==> src/rtl/ws2812_rx.sv <==
// ws2812_rx: receive-side decoder for the WS2812 single-wire LED protocol.
// Classifies each bit by its high-pulse width, assembles 24-bit words
// (first bit received lands in bit 23), tags each word with its index in
// the frame and reports the latch gap that ends a frame.
module ws2812_rx #(
    parameter int THRESH_CYCLES   = 6,
    parameter int RESET_CYCLES    = 600,
    parameter int MAX_HIGH_CYCLES = 20
) (
    input  logic        clk,
    input  logic        reset_n,
    input  logic        data_in,
    output logic [23:0] rgb_data,
    output logic [7:0]  led_num,
    output logic        data_valid,
    output logic        frame_done,
    output logic        error
);

    // Counters must reach both the latch-gap length and one past the longest legal high pulse.
    localparam int CNT_LIM = (RESET_CYCLES > (MAX_HIGH_CYCLES + 1)) ? RESET_CYCLES : (MAX_HIGH_CYCLES + 1);
    localparam int CNT_W   = $clog2(CNT_LIM + 1);

    localparam logic [CNT_W-1:0] LO_LIM    = CNT_W'(RESET_CYCLES);
    localparam logic [CNT_W-1:0] HI_LIM    = CNT_W'(MAX_HIGH_CYCLES + 1);
    localparam logic [CNT_W-1:0] HI_MAX    = CNT_W'(MAX_HIGH_CYCLES);
    localparam logic [CNT_W-1:0] HI_THRESH = CNT_W'(THRESH_CYCLES);

    typedef enum logic [1:0] {
        ST_SYNC = 2'd0,
        ST_LOW  = 2'd1,
        ST_HIGH = 2'd2
    } state_t;

    state_t           state_r;
    logic             sync1_r;
    logic             sync2_r;
    logic             line_r;
    logic             rise_r;
    logic             fall_r;
    logic [CNT_W-1:0] hi_cnt_r;
    logic [CNT_W-1:0] lo_cnt_r;
    logic [4:0]       bit_cnt_r;
    logic [7:0]       idx_r;
    logic [22:0]      shift_r;
    logic [23:0]      rgb_data_r;
    logic [7:0]       led_num_r;
    logic             data_valid_r;
    logic             frame_done_r;
    logic             error_r;

    logic [CNT_W-1:0] lo_inc_s;
    logic [CNT_W-1:0] hi_inc_s;
    logic             gap_hit_s;
    logic             bit_s;
    logic [23:0]      word_s;
    logic [4:0]       bit_cnt_inc_s;

    // Two-flop synchronizer followed by registered rise/fall pulses.
    always_ff @(posedge clk or negedge reset_n) begin
        if (!reset_n) begin
            sync1_r <= 1'b0;
            sync2_r <= 1'b0;
            line_r  <= 1'b0;
            rise_r  <= 1'b0;
            fall_r  <= 1'b0;
        end else begin
            sync1_r <= data_in;
            sync2_r <= sync1_r;
            line_r  <= sync2_r;
            rise_r  <= sync2_r & ~line_r;
            fall_r  <= ~sync2_r & line_r;
        end
    end

    // Saturating next-count values, gap detection and the decoded bit.
    // hi_inc_s already includes the current cycle, so it equals the pulse width on the falling edge.
    always_comb begin
        lo_inc_s      = (lo_cnt_r >= LO_LIM) ? LO_LIM : (lo_cnt_r + CNT_W'(1));
        hi_inc_s      = (hi_cnt_r >= HI_LIM) ? HI_LIM : (hi_cnt_r + CNT_W'(1));
        gap_hit_s     = (lo_inc_s == LO_LIM) && (lo_cnt_r != LO_LIM);
        bit_s         = (hi_inc_s >= HI_THRESH);
        word_s        = {shift_r, bit_s};
        bit_cnt_inc_s = bit_cnt_r + 5'd1;
    end

    // Decoder state machine with registered outputs; pulses default low every cycle.
    always_ff @(posedge clk or negedge reset_n) begin
        if (!reset_n) begin
            state_r      <= ST_SYNC;
            hi_cnt_r     <= '0;
            lo_cnt_r     <= '0;
            bit_cnt_r    <= 5'd0;
            idx_r        <= 8'd0;
            shift_r      <= 23'd0;
            rgb_data_r   <= 24'd0;
            led_num_r    <= 8'd0;
            data_valid_r <= 1'b0;
            frame_done_r <= 1'b0;
            error_r      <= 1'b0;
        end else begin
            data_valid_r <= 1'b0;
            frame_done_r <= 1'b0;
            error_r      <= 1'b0;
            case (state_r)
                ST_SYNC: begin
                    // Wait for a full latch gap; entering LOW saturated suppresses a gap report.
                    bit_cnt_r <= 5'd0;
                    idx_r     <= 8'd0;
                    if (line_r) begin
                        lo_cnt_r <= '0;
                    end else begin
                        lo_cnt_r <= lo_inc_s;
                        if (lo_inc_s == LO_LIM) begin
                            state_r <= ST_LOW;
                        end
                    end
                end
                ST_LOW: begin
                    lo_cnt_r <= lo_inc_s;
                    if (gap_hit_s) begin
                        if (bit_cnt_r != 5'd0) begin
                            error_r <= 1'b1;
                        end
                        if (idx_r != 8'd0) begin
                            frame_done_r <= 1'b1;
                        end
                        idx_r     <= 8'd0;
                        bit_cnt_r <= 5'd0;
                    end
                    if (rise_r) begin
                        hi_cnt_r <= '0;
                        state_r  <= ST_HIGH;
                    end
                end
                ST_HIGH: begin
                    hi_cnt_r <= hi_inc_s;
                    if (fall_r) begin
                        shift_r  <= word_s[22:0];
                        lo_cnt_r <= '0;
                        state_r  <= ST_LOW;
                        if (bit_cnt_inc_s == 5'd24) begin
                            rgb_data_r   <= word_s;
                            led_num_r    <= idx_r;
                            data_valid_r <= 1'b1;
                            idx_r        <= idx_r + 8'd1;
                            bit_cnt_r    <= 5'd0;
                        end else begin
                            bit_cnt_r <= bit_cnt_inc_s;
                        end
                    end else if (hi_inc_s > HI_MAX) begin
                        error_r   <= 1'b1;
                        bit_cnt_r <= 5'd0;
                        idx_r     <= 8'd0;
                        lo_cnt_r  <= '0;
                        state_r   <= ST_SYNC;
                    end
                end
                default: begin
                    state_r <= ST_SYNC;
                end
            endcase
        end
    end

    assign rgb_data   = rgb_data_r;
    assign led_num    = led_num_r;
    assign data_valid = data_valid_r;
    assign frame_done = frame_done_r;
    assign error      = error_r;

endmodule
==> config.mk <==
export PLATFORM = sky130hd
export DESIGN_NAME = ws2812_rx
export DESIGN_NICKNAME = d
export VERILOG_FILES = /design/src/rtl/ws2812_rx.sv
export SDC_FILE = /design/constraint.sdc
export NUM_CORES = 1
export LEC_CHECK = 0
export BUFFER_PORTS_ARGS = -buffer_cell sky130_fd_sc_hd__buf_4
export CAP_MARGIN = 15
export CORE_UTILIZATION = 25
export DETAILED_ROUTE_END_ITERATION = 12
export PLACE_DENSITY = 0.52
export SETUP_SLACK_MARGIN = 0.15
export SYNTH_ARGS = -nofsm -noshare
export SYNTH_HDL_FRONTEND = slang
export SYNTH_SLANG_ARGS = --single-unit
==> constraint.sdc <==
create_clock -name clk -period 2.5 [get_ports clk]
set_input_delay 0.125 -clock clk [delete_from_list [all_inputs] [get_ports clk]]
set_output_delay 0.125 -clock clk [all_outputs]
set_load 0.01 [all_outputs]
==> summary by stage <==
Status
The run finished with clean final reports.

Critical path
Data on the critical path is required at its endpoint by 2.74 ns. Data on the critical path arrives at its endpoint at 2.47 ns. The largest stage delay on the critical path is 0.43 ns. The maximum fanout encountered on the critical timing path is 14. The number of buffers and inverters on the critical path is 2.

On the critical path, the stage with the largest delay is an instance of dfrtp_2. The type of origin of the critical path is a register. The element type at the critical path end is a register. The signal on the critical path passes through inv_1 > ha_1 > and4b_1 > nand4_1 > or2b_1 > o21a_1 > buf_4 > nand2b_2 > o41ai_1.

The path type of the worst setup path is register to register. Among cell families on the critical path, the largest total delay comes from simple AND/OR/NAND/NOR gates.

Pwr
The internal portion of the total power is 2420 uW. The combinational fraction of design power is 2.2%. The share of total power dissipated in the clock network is 45.2%. Power spread over the standard cell area amounts to 543 mW/mm^2. Registers are responsible for 52.6% of the overall power. The static leakage power is 0.00265 uW.

The power spent charging and discharging nets is 633 uW. The share of total power consumed by net switching is 20.8%. VDD sags by at most 0.000298 V.

Floorplan
The number of placement rows is 49. The starting density of the core is 25.6%. The number of primary I/O pins is 38. The die boundary height is 138 um.

The floorplan step defined a die boundary enclosing 0.0189 sq mm. The region available for standard cell placement spans 0.0180 sq mm. The horizontal extent of the die is 138 um.

Placement
The count of port buffers added during placement is 37. The instance count after placement with tap cells included is 673. The wire-length estimate of the detail-placed layout is 6540 um. The placed standard-cell area is 0.00522 sq mm. At the end of routability-driven placement, the weighted congestion stood at 0.886.

Global routing
The via count of the first global-routing pass is 3,045. The overall fraction of global-route tracks in use is 10.8%. The number of antenna violations at the first check in global routing was 0.

The final global-route overflow total is 0. Entering global routing, the biggest net connects 53 pins. The first global-routing pass estimated 15,800 um of wire.

STA
Setup violations remaining at the end of the flow were counted as 0. Setup repair after global routing left no endpoint under its margin. The pin slew with the least headroom to its limit is 0.627 ns. The final critical path takes up 89.4% of the cycle.

The smallest clock period supported by the final layout is computed as 2.23 ns. The final number of hold-violating endpoints is 0. Static timing analysis puts the maximum clock frequency at 448 MHz.

The worst-case hold slack is 0.347 ns. After routing, the total negative slack on setup checks comes to 0 ns. The worst clock skew is 0.00553 ns.

The tightest slew margin relative to the limit is 58.2%. The max-slew violation count was 0.

Clock tree
CTS built an H-tree with a depth of 3. Clock-pin slew was measured on the worst setup and hold paths at 0.06 ns. Counting the buffers created by CTS gives 9. Counting along the longest clock path gives a buffer depth of 2. TritonCTS built the clock tree.

The clock latency on the worst-skew pair is 0.34 ns. The cell at the root of the clock tree is clkbuf_16. The number of sinks on the clock net is 98.

Drt
The total vias in the final route is 3,286. After detailed routing, the average wire length per cell comes to 13.9 um. The count of nets left with antenna violations once routing finished came out at 0. In the routed layout, each cell is associated on average with a via count of 4.75.

After detailed routing, the number of remaining DRC violations is 0. For this block, the initial DRC count from the detailed router was 242. The first-pass detailed-route iteration total is 4. The final wirelength is 9590 um.

Final layout
Of the cells placed in the final design, the portion with a size suffix greater than 1 is 29.8%. The post-route cell area is 0.00561 sq mm. The number of non-filler instances in the completed layout is 692. At the end of the flow the core is filled with cells to 31.3%. In the final design database the tool counted 475 nets. The library cells used most frequently in the layout, excluding fill and tap cells, are dfrtp_1, mux2_2, buf_4. The area growth from synthesis to layout is 22.2%. Leaving out fill and tap cells, the most frequent cell in the layout is dfrtp_1.

The number of antenna cells inserted is 0.

Synth
The net count after synthesis is 426. Summing the sequential cell areas from Yosys gives 53.4% of the chip area. In this run, synthesis produced a sequential element count of 98.

The number of standard cells after synthesis is 409. In the synthesized netlist the async set-or-reset flop fraction comes to 100%. The Yosys step of the flow raised 0 warnings. The mapped netlist covers 0.00459 sq mm. The post-synthesis average cell area is 11.2 sq um. The count of flip-flops with a built-in enable after synthesis is 0.

Among all flip-flop cells after synthesis, the most frequent one is dfrtp_1. The number of library cell types mapped by synthesis is 51.

Job
The number of maximum-capacitance constraint violations is 0.

Hold path
In this run the worst hold path is classified as input port to asynchronous set/reset pin.
## worst paths after layout
check	from	end	slack, ns	cells after the start
min in group clk	sync1_r	sync2_r	0.35	0
min	reset_n	shift_r[6]	0.35	2
max reg2reg	lo_cnt_r[0]	idx_r[0]	0.27	9
min reg2reg	sync1_r	sync2_r	0.35	0
max in group asynchronous	reset_n	led_num[1]	1.46	3
max	lo_cnt_r[0]	idx_r[0]	0.27	9
## cell families after synthesis
group,share of synthesized area (%)
adders and majority gates,3.81
muxes,13.2
xor gates and xnor gates,0.572
AOI/OAI and AO/OA,14.0
and+or+nand+nor,12.1
buffers and inverters,2.91
DFF,53.4
## worst register-to-register path, stage by stage (launching register included)
cell      delay, ns
dfrtp_2        0.43
inv_1          0.08
ha_1           0.20
and4b_1        0.18
nand4_1        0.11
or2b_1         0.23
o21a_1         0.18
buf_4          0.19
nand2b_2       0.25
o41ai_1        0.26
## power by group through the flow
stage          Combinational, uW  Sequential, uW  Clock [uW]
2_1_floorplan               23.1            1630           0
3_3_place_gp                62.8            1630           0
3_5_place_dp                65.5            1630           0
4_1_cts                     68.1            1600        1440
5_1_grt                     78.0            1610        1500
6_report                    66.3            1610        1380
## routing by layer
metal,wire (um),GRT usage [%],vias to the layer above
met5,0,0,-
met4,77,2.75,0
met3,448,3.57,8
met2,4540,16.2,72
met1,4520,14.7,1625
li1,-,-,1581
## timing repair
item                                   4_1_cts  5_1_grt
endpoints found under the hold margin       47        0
buffers inserted                             0        1
hold buffers                                 2        0
setup endpoints to repair                    5       17
pin swaps                                    0        0
resized for setup                            2       11
## cell type report
class	instances	area, sq um
fillers	1813	12300
flip-flops and latches	98	2460
multi-input cells	280	2080
repair buffers	55	443
well taps	229	287
clock buffers	12	246
inverters	14	52.6
clock inverters	4	51.3
## cells in the mapped netlist, types with 2 or more instances
| cell | instances | area share [%] |
|---|---|---|
| and2_1 | 6 | 0.82 |
| a21oi_1 | 25 | 2.7 |
| o22a_1 | 2 | 0.38 |
| clkbuf_1 | 10 | 0.82 |
| o21ai_0 | 21 | 2.3 |
| a21o_1 | 2 | 0.33 |
| buf_2 | 5 | 0.54 |
| and4b_1 | 3 | 0.65 |
| nand2b_1 | 5 | 0.68 |
| nor2_1 | 23 | 1.9 |
| nor3b_1 | 2 | 0.33 |
| nand3b_1 | 2 | 0.33 |
| nand2_1 | 31 | 2.5 |
| dfrtp_1 | 98 | 53 |
| xnor2_1 | 2 | 0.38 |
| a41oi_1 | 4 | 0.76 |
| nor4_1 | 2 | 0.27 |
| nand3_1 | 14 | 1.5 |
| mux2_2 | 53 | 13 |
| ha_1 | 14 | 3.8 |
| nor2b_1 | 7 | 0.95 |
| or3_1 | 2 | 0.27 |
| o31ai_1 | 17 | 2.8 |
| o21a_1 | 2 | 0.33 |
| inv_1 | 14 | 1.1 |
| a31oi_1 | 6 | 0.82 |
| o2bb2ai_1 | 2 | 0.38 |
| o41ai_1 | 6 | 1.1 |
| nor3_1 | 7 | 0.76 |
## stage by stage
stage / setup slack [ns] / total power, uW
floorplan: 0.182 / 1650
finish: 0.266 / 3050
CTS: 0.159 / 3120
global route: 0.136 / 3180
detailed placement: 0.0450 / 1700
global placement: 0.116 / 1700
## state kept, by name, summed over array words and instances (netlist names)
register	cells
bit_cnt_r	5
data_valid	1
error	1
fall_r	1
frame_done	1
hi_cnt_r	10
idx_r	8
led_num	8
line_r	1
lo_cnt_r	10
rgb_data	24
rise_r	1
shift_r	23
state_r	2
sync1_r	1
sync2_r	1
(Power assumes the default switching activity.)
